==> src/rtl/nes_ctrl_pkg.sv <==
// Shared constants and state encoding for the NES pad reader and its register front-end.
package nes_ctrl_pkg;

  typedef enum logic [2:0] {
    StIdle,
    StLatch,
    StLow,
    StHigh,
    StDone
  } nes_state_e;

  localparam int unsigned NES_BITS    = 8;
  localparam int unsigned LATCH_TICKS = 2;

  // Bit positions inside the published button byte (1 = pressed).
  localparam int unsigned BTN_A      = 7;
  localparam int unsigned BTN_B      = 6;
  localparam int unsigned BTN_SELECT = 5;
  localparam int unsigned BTN_START  = 4;
  localparam int unsigned BTN_UP     = 3;
  localparam int unsigned BTN_DOWN   = 2;
  localparam int unsigned BTN_LEFT   = 1;
  localparam int unsigned BTN_RIGHT  = 0;

endpackage

==> src/rtl/nes_tick_gen.sv <==
// Free-running prescaler: emits a 1-cycle tick on the last of every TICK_DIV clocks.
module nes_tick_gen #(
  parameter int unsigned TICK_DIV = 384
) (
  input  logic clk,
  input  logic rst,
  output logic tick
);

  localparam int unsigned CntW = (TICK_DIV > 1) ? $clog2(TICK_DIV) : 1;
  localparam logic [CntW-1:0] CntLast = CntW'(TICK_DIV - 1);

  logic [CntW-1:0] cnt_q;

  always_ff @(posedge clk) begin
    if (rst) begin
      cnt_q <= '0;
    end else if (cnt_q == CntLast) begin
      cnt_q <= '0;
    end else begin
      cnt_q <= cnt_q + 1'b1;
    end
  end

  assign tick = (cnt_q == CntLast);

endmodule

==> src/rtl/nes_serial_reader.sv <==
// NES pad engine: latches the pad, clocks out 8 button bits and publishes an active-high
// button byte with a 1-cycle valid strobe, either on request or by periodic auto-poll.
module nes_serial_reader
  import nes_ctrl_pkg::*;
#(
  parameter int unsigned TICK_DIV   = 384,
  parameter int unsigned POLL_TICKS = 2778
) (
  input  logic       clk,
  input  logic       rst,
  input  logic       poll_en,
  input  logic       start,
  input  logic       nes_data,
  output logic       nes_latch,
  output logic       nes_clk,
  output logic [7:0] buttons,
  output logic       buttons_valid,
  output logic       busy
);

  localparam int unsigned PollW = (POLL_TICKS > 1) ? $clog2(POLL_TICKS) : 1;
  localparam logic [PollW-1:0] PollReload = PollW'(POLL_TICKS - 1);
  localparam logic [2:0] LastBit = 3'(NES_BITS - 1);
  localparam logic [1:0] LatchLast = 2'(LATCH_TICKS - 1);

  logic tick;

  nes_tick_gen #(
    .TICK_DIV(TICK_DIV)
  ) u_tick_gen (
    .clk (clk),
    .rst (rst),
    .tick(tick)
  );

  nes_state_e           state_q, state_d;
  logic [1:0]           latch_cnt_q, latch_cnt_d;
  logic [2:0]           bit_idx_q, bit_idx_d;
  logic [NES_BITS-1:0]  shift_q, shift_d;
  logic [PollW-1:0]     poll_cnt_q, poll_cnt_d;
  logic                 pending_q, pending_d;
  logic [7:0]           buttons_q, buttons_d;
  logic                 valid_q, latch_q, clk_q, busy_q;
  logic                 frame_go;

  always_comb begin
    state_d     = state_q;
    latch_cnt_d = latch_cnt_q;
    bit_idx_d   = bit_idx_q;
    shift_d     = shift_q;
    poll_cnt_d  = poll_cnt_q;
    pending_d   = pending_q;
    buttons_d   = buttons_q;

    frame_go = tick && (state_q == StIdle) &&
               (pending_q || (poll_en && (poll_cnt_q == '0)));

    if (frame_go) begin
      poll_cnt_d = PollReload;
    end else if (tick && (poll_cnt_q != '0)) begin
      poll_cnt_d = poll_cnt_q - 1'b1;
    end

    // A frame start always consumes the request, even one arriving in the same cycle.
    if (frame_go) begin
      pending_d = 1'b0;
    end else if (start && (state_q == StIdle)) begin
      pending_d = 1'b1;
    end

    unique case (state_q)
      StIdle: begin
        if (frame_go) begin
          state_d     = StLatch;
          latch_cnt_d = '0;
          bit_idx_d   = '0;
        end
      end
      StLatch: begin
        if (tick) begin
          if (latch_cnt_q == LatchLast) begin
            state_d = StLow;
          end else begin
            latch_cnt_d = latch_cnt_q + 1'b1;
          end
        end
      end
      StLow: begin
        if (tick) begin
          shift_d = {shift_q[NES_BITS-2:0], ~nes_data};
          state_d = StHigh;
        end
      end
      StHigh: begin
        if (tick) begin
          if (bit_idx_q == LastBit) begin
            state_d   = StDone;
            // Loaded on entry so the byte and the valid strobe appear together.
            buttons_d = shift_q;
          end else begin
            bit_idx_d = bit_idx_q + 1'b1;
            state_d   = StLow;
          end
        end
      end
      StDone: begin
        state_d = StIdle;
      end
      default: begin
        state_d = StIdle;
      end
    endcase
  end

  always_ff @(posedge clk) begin
    if (rst) begin
      state_q     <= StIdle;
      latch_cnt_q <= '0;
      bit_idx_q   <= '0;
      shift_q     <= '0;
      poll_cnt_q  <= '0;
      pending_q   <= 1'b0;
      buttons_q   <= 8'h00;
      valid_q     <= 1'b0;
      latch_q     <= 1'b0;
      clk_q       <= 1'b1;
      busy_q      <= 1'b0;
    end else begin
      state_q     <= state_d;
      latch_cnt_q <= latch_cnt_d;
      bit_idx_q   <= bit_idx_d;
      shift_q     <= shift_d;
      poll_cnt_q  <= poll_cnt_d;
      pending_q   <= pending_d;
      buttons_q   <= buttons_d;
      valid_q     <= (state_d == StDone);
      latch_q     <= (state_d == StLatch);
      clk_q       <= (state_d != StLow);
      busy_q      <= (state_d != StIdle);
    end
  end

  assign nes_latch     = latch_q;
  assign nes_clk       = clk_q;
  assign buttons       = buttons_q;
  assign buttons_valid = valid_q;
  assign busy          = busy_q;

endmodule

==> config.mk <==
export PLATFORM = sky130hd
export DESIGN_NAME = nes_serial_reader
export DESIGN_NICKNAME = d
export VERILOG_FILES = /design/src/rtl/nes_ctrl_pkg.sv /design/src/rtl/nes_tick_gen.sv /design/src/rtl/nes_serial_reader.sv
export SDC_FILE = /design/constraint.sdc
export NUM_CORES = 1
export LEC_CHECK = 0
export ABC_AREA = 1
export ABC_CLOCK_PERIOD_IN_PS = 2500
export CORE_MARGIN = 2
export CORE_UTILIZATION = 50
export CTS_CLUSTER_DIAMETER = 60
export DETAILED_ROUTE_END_ITERATION = 8
export PLACE_DENSITY_LB_ADDON = 0.12
export SLEW_MARGIN = 5
export SYNTH_ARGS = -nofsm -noshare
export SYNTH_HDL_FRONTEND = slang
export SYNTH_SLANG_ARGS = --single-unit
==> constraint.sdc <==
create_clock -name clk -period 2.5 [get_ports clk]
set_input_delay 0.375 -clock clk [delete_from_list [all_inputs] [get_ports clk]]
set_output_delay 0.375 -clock clk [all_outputs]
set_load 0.01 [all_outputs]
==> results.ini <==
[worst_setup_path]
endpoint_kind = register
r2r_slack_ps = 770
critPathArrivalTime_ps = 1990
crit_start = u_tick_gen.cnt_q[0]$_SDFF_PP0_
r2r_cells = 11
slowest_stage = dfxtp_1
cp.depth = 11
crit_chain = ha_1 -> nand2_1 -> inv_1 -> nand3_2 -> nor2_8 -> nand2_2 -> nand2_1 -> nor2_1 -> nand3_1 -> nand2_1 -> nand2_1
cpLargestDelayFamily = simple AND/OR/NAND/NOR gates
reg2reg_from = u_tick_gen.cnt_q[0]$_SDFF_PP0_
cp_num_buf_inv = 1
start_kind = register
worstReg2RegEnd = busy$_SDFF_PP0_
cpPeakStageDelay_ps = 370
endpoint = busy$_SDFF_PP0_
criticalPathCategory = reg2reg
critPathRequiredTime_ps = 2760
cp_common_cell = nand2_1
crit_fanout = 17

[pwr]
leakage_nw = 1.26
p_per_area_mw_per_mm2 = 505
irDropWorstVdd_v = 0.000296

[synth]
netlist_instances = 331
synth_seq_area_share_pct = 41.5
synthSimpleGateAreaFrac_pct = 30.2
synthTopCellsByCount = nand2_1 (59), inv_1 (52), dfxtp_1 (50)
synth_area_mm2 = 0.00241
synth_cell_type_count = 33
async_flop_share_pct = 0
synth-edff-count = 0
muxShareOfSynthArea_pct = 0
synth_xor_area_share_pct = 3.27
synth_compound_area_share_pct = 12.2
synth_fp_nets = 341
synth_area_leaders = dfxtp_1 (41%), nand2_1 (9.2%), inv_1 (8.1%), a21oi_1 (6.4%), nor2_1 (6.1%)
synth_top_family_by_area = simple AND/OR/NAND/NOR gates
synth_seq_cells = 50
synth_top_area_share_pct = 41.5
synthFlopType = dfxtp_1
yosys_warnings = 0
synth_most_common_cell = nand2_1
avgSynthCellArea_um2 = 7.29
yosysTopAreaCell = dfxtp_1
synthAdderAreaFrac_pct = 2.59

[final_layout]
drive_above_1_share_pct = 11.6
nets = 361
syn_to_final_growth_pct = 13.4
n_antenna_cell = 0
fin_util_pct = 58.3

[clock_tree]
cts_buffer_depth = 2
clk_pin_slew_worst_paths_ps = 90
clk_latency_ps = 310
post_cts_buffers = 0
cts_resized = 0
cts_made_buffers = 5
cts_tree = done
h-tree-depth = 2
cts_sinks = 50
cts-root-buf = clkbuf_8
holdBufCountCts = 0

[place]
io_buffers = 16
dp_hpwl_um = 3420
gp_congestion = 0.841

[outcome]
outcome = completed

[detailed_routing]
vias = 1989
wl_per_cell_um = 11.5
vias_per_cell = 4.90
antenna_left = 0
post-route-drc-count = 0
routed_wl_um = 4680
initialDrtViolationCount = 106
firstDrtPassIters = 4

[die]
start_util_pct = 51.4
dieHeight_um = 73.5
die_w_um = 73.5
core_mm2 = 0.00469
die-area_mm2 = 0.00540
rows = 25
ios = 17

[sta]
clock_skew_ps = 3.99
min_period_ps = 1730
fin_crit_sh_pct = 69.3
setup_violations = 0
finalMaxSlewViolations = 0
relSlewSlack_pct = 75.5
setup_tns_ps = 0
finalHoldViolCount = 0
rsz0062_at_grt = no
worst_pin_slew_ps = 365
max_clock_freq_ghz = 0.577

[global_routing]
overflow = 0
grt_pass1_vias = 1822
grt_pass1_wl_um = 7990
grt_max_degree = 19
grtUsageTotal_pct = 19.0
antenna_found_initial = 0

[worst_hold_path]
hold_path_class = reg2reg

[flow_run]
cap_violations = 0

-- routing by layer --
layer,up-vias,track usage (%),share of wire [%]
met4,0,8.08,1.6
met3,7,4.39,3.1
met1,893,24.9,51
li1,1072,-,-
met5,-,0,0
met2,17,30.0,44
-- how the worst min path moves through the flow --
stage	cells after the start	start	endpoint
detailed placement	2	buttons[7]$_SDFFE_PP0P_	buttons[7]$_SDFFE_PP0P_
floorplan	1	u_tick_gen.cnt_q[0]$_SDFF_PP0_	u_tick_gen.cnt_q[0]$_SDFF_PP0_
CTS	2	buttons[3]$_SDFFE_PP0P_	buttons[3]$_SDFFE_PP0P_
finish	2	buttons[3]$_SDFFE_PP0P_	buttons[3]$_SDFFE_PP0P_
global route	2	buttons[7]$_SDFFE_PP0P_	buttons[7]$_SDFFE_PP0P_
global placement	1	u_tick_gen.cnt_q[0]$_SDFF_PP0_	u_tick_gen.cnt_q[0]$_SDFF_PP0_
-- metrics by stage --
stage               cell area (um^2)  hold slack (ps)  setup slack [ps]  instances  power [W]
floorplan                       2410              418              1010        331   0.000847
global placement                2630              431               836        398   0.000863
detailed placement              2630              439               791        398   0.000864
CTS                             2740              453               767        406    0.00139
global route                    2740              469               576        406    0.00143
finish                          2740              447               767        406    0.00138
-- logic make-up after synthesis --
group,after synthesis
AO/OA/AOI/OAI,57
XOR/XNOR,9
adder cells (fa/ha/maj),5
buffers and inverters,63
flip-flops,50
AND/OR/NAND/NOR,147
-- flip-flops by register name, summed over array words and instances (netlist names) --
name              cells
buttons_valid         1
nes_clk               1
latch_cnt_q           2
pending_q             1
state_q               3
nes_latch             1
busy                  1
u_tick_gen.cnt_q      9
poll_cnt_q           12
buttons               8
bit_idx_q             3
shift_q               8
-- power breakdown --
| part | switching [W] | internal, W | total, W |
|---|---|---|---|
| sequential | 0.00000282 | 0.000801 | 0.000804 |
| combinational | 0.0000240 | 0.0000168 | 0.0000408 |
| clock | 0.000283 | 0.000254 | 0.000537 |
| total | 0.000309 | 0.00107 | 0.00138 |
-- worst min-delay path, delay by kind of cell, from the launching register on --
| kind | cells | cell delay [ps] |
|---|---|---|
| flops | 1 | 320 |
| buf+inv | 1 | 50 |
| compound gates | 1 | 40 |
-- cells in the final DEF, fill, tap and decap left out, types with 5 or more instances in the layout --
master and n:
nand3_1 13, inv_2 5, nand2_1 59, o21ai_0 21
dfxtp_1 50, nand2_2 5, clkdlybuf4s50_1 16, inv_1 52
xor2_1 8, clkbuf_8 7, ha_1 5, nor3_1 5
nor2_1 39, nor2_2 5, a21oi_1 31
-- layout make-up --
class | count | area (um^2)
clock buffer | 7 | 96.3
clock inverter | 1 | 8.76
fill | 462 | 1960
inverter | 57 | 214
multi-input combinational | 218 | 1160
sequential | 50 | 1000
tap | 54 | 67.6
timing repair buffer | 19 | 183
(Power assumes the default switching activity.)
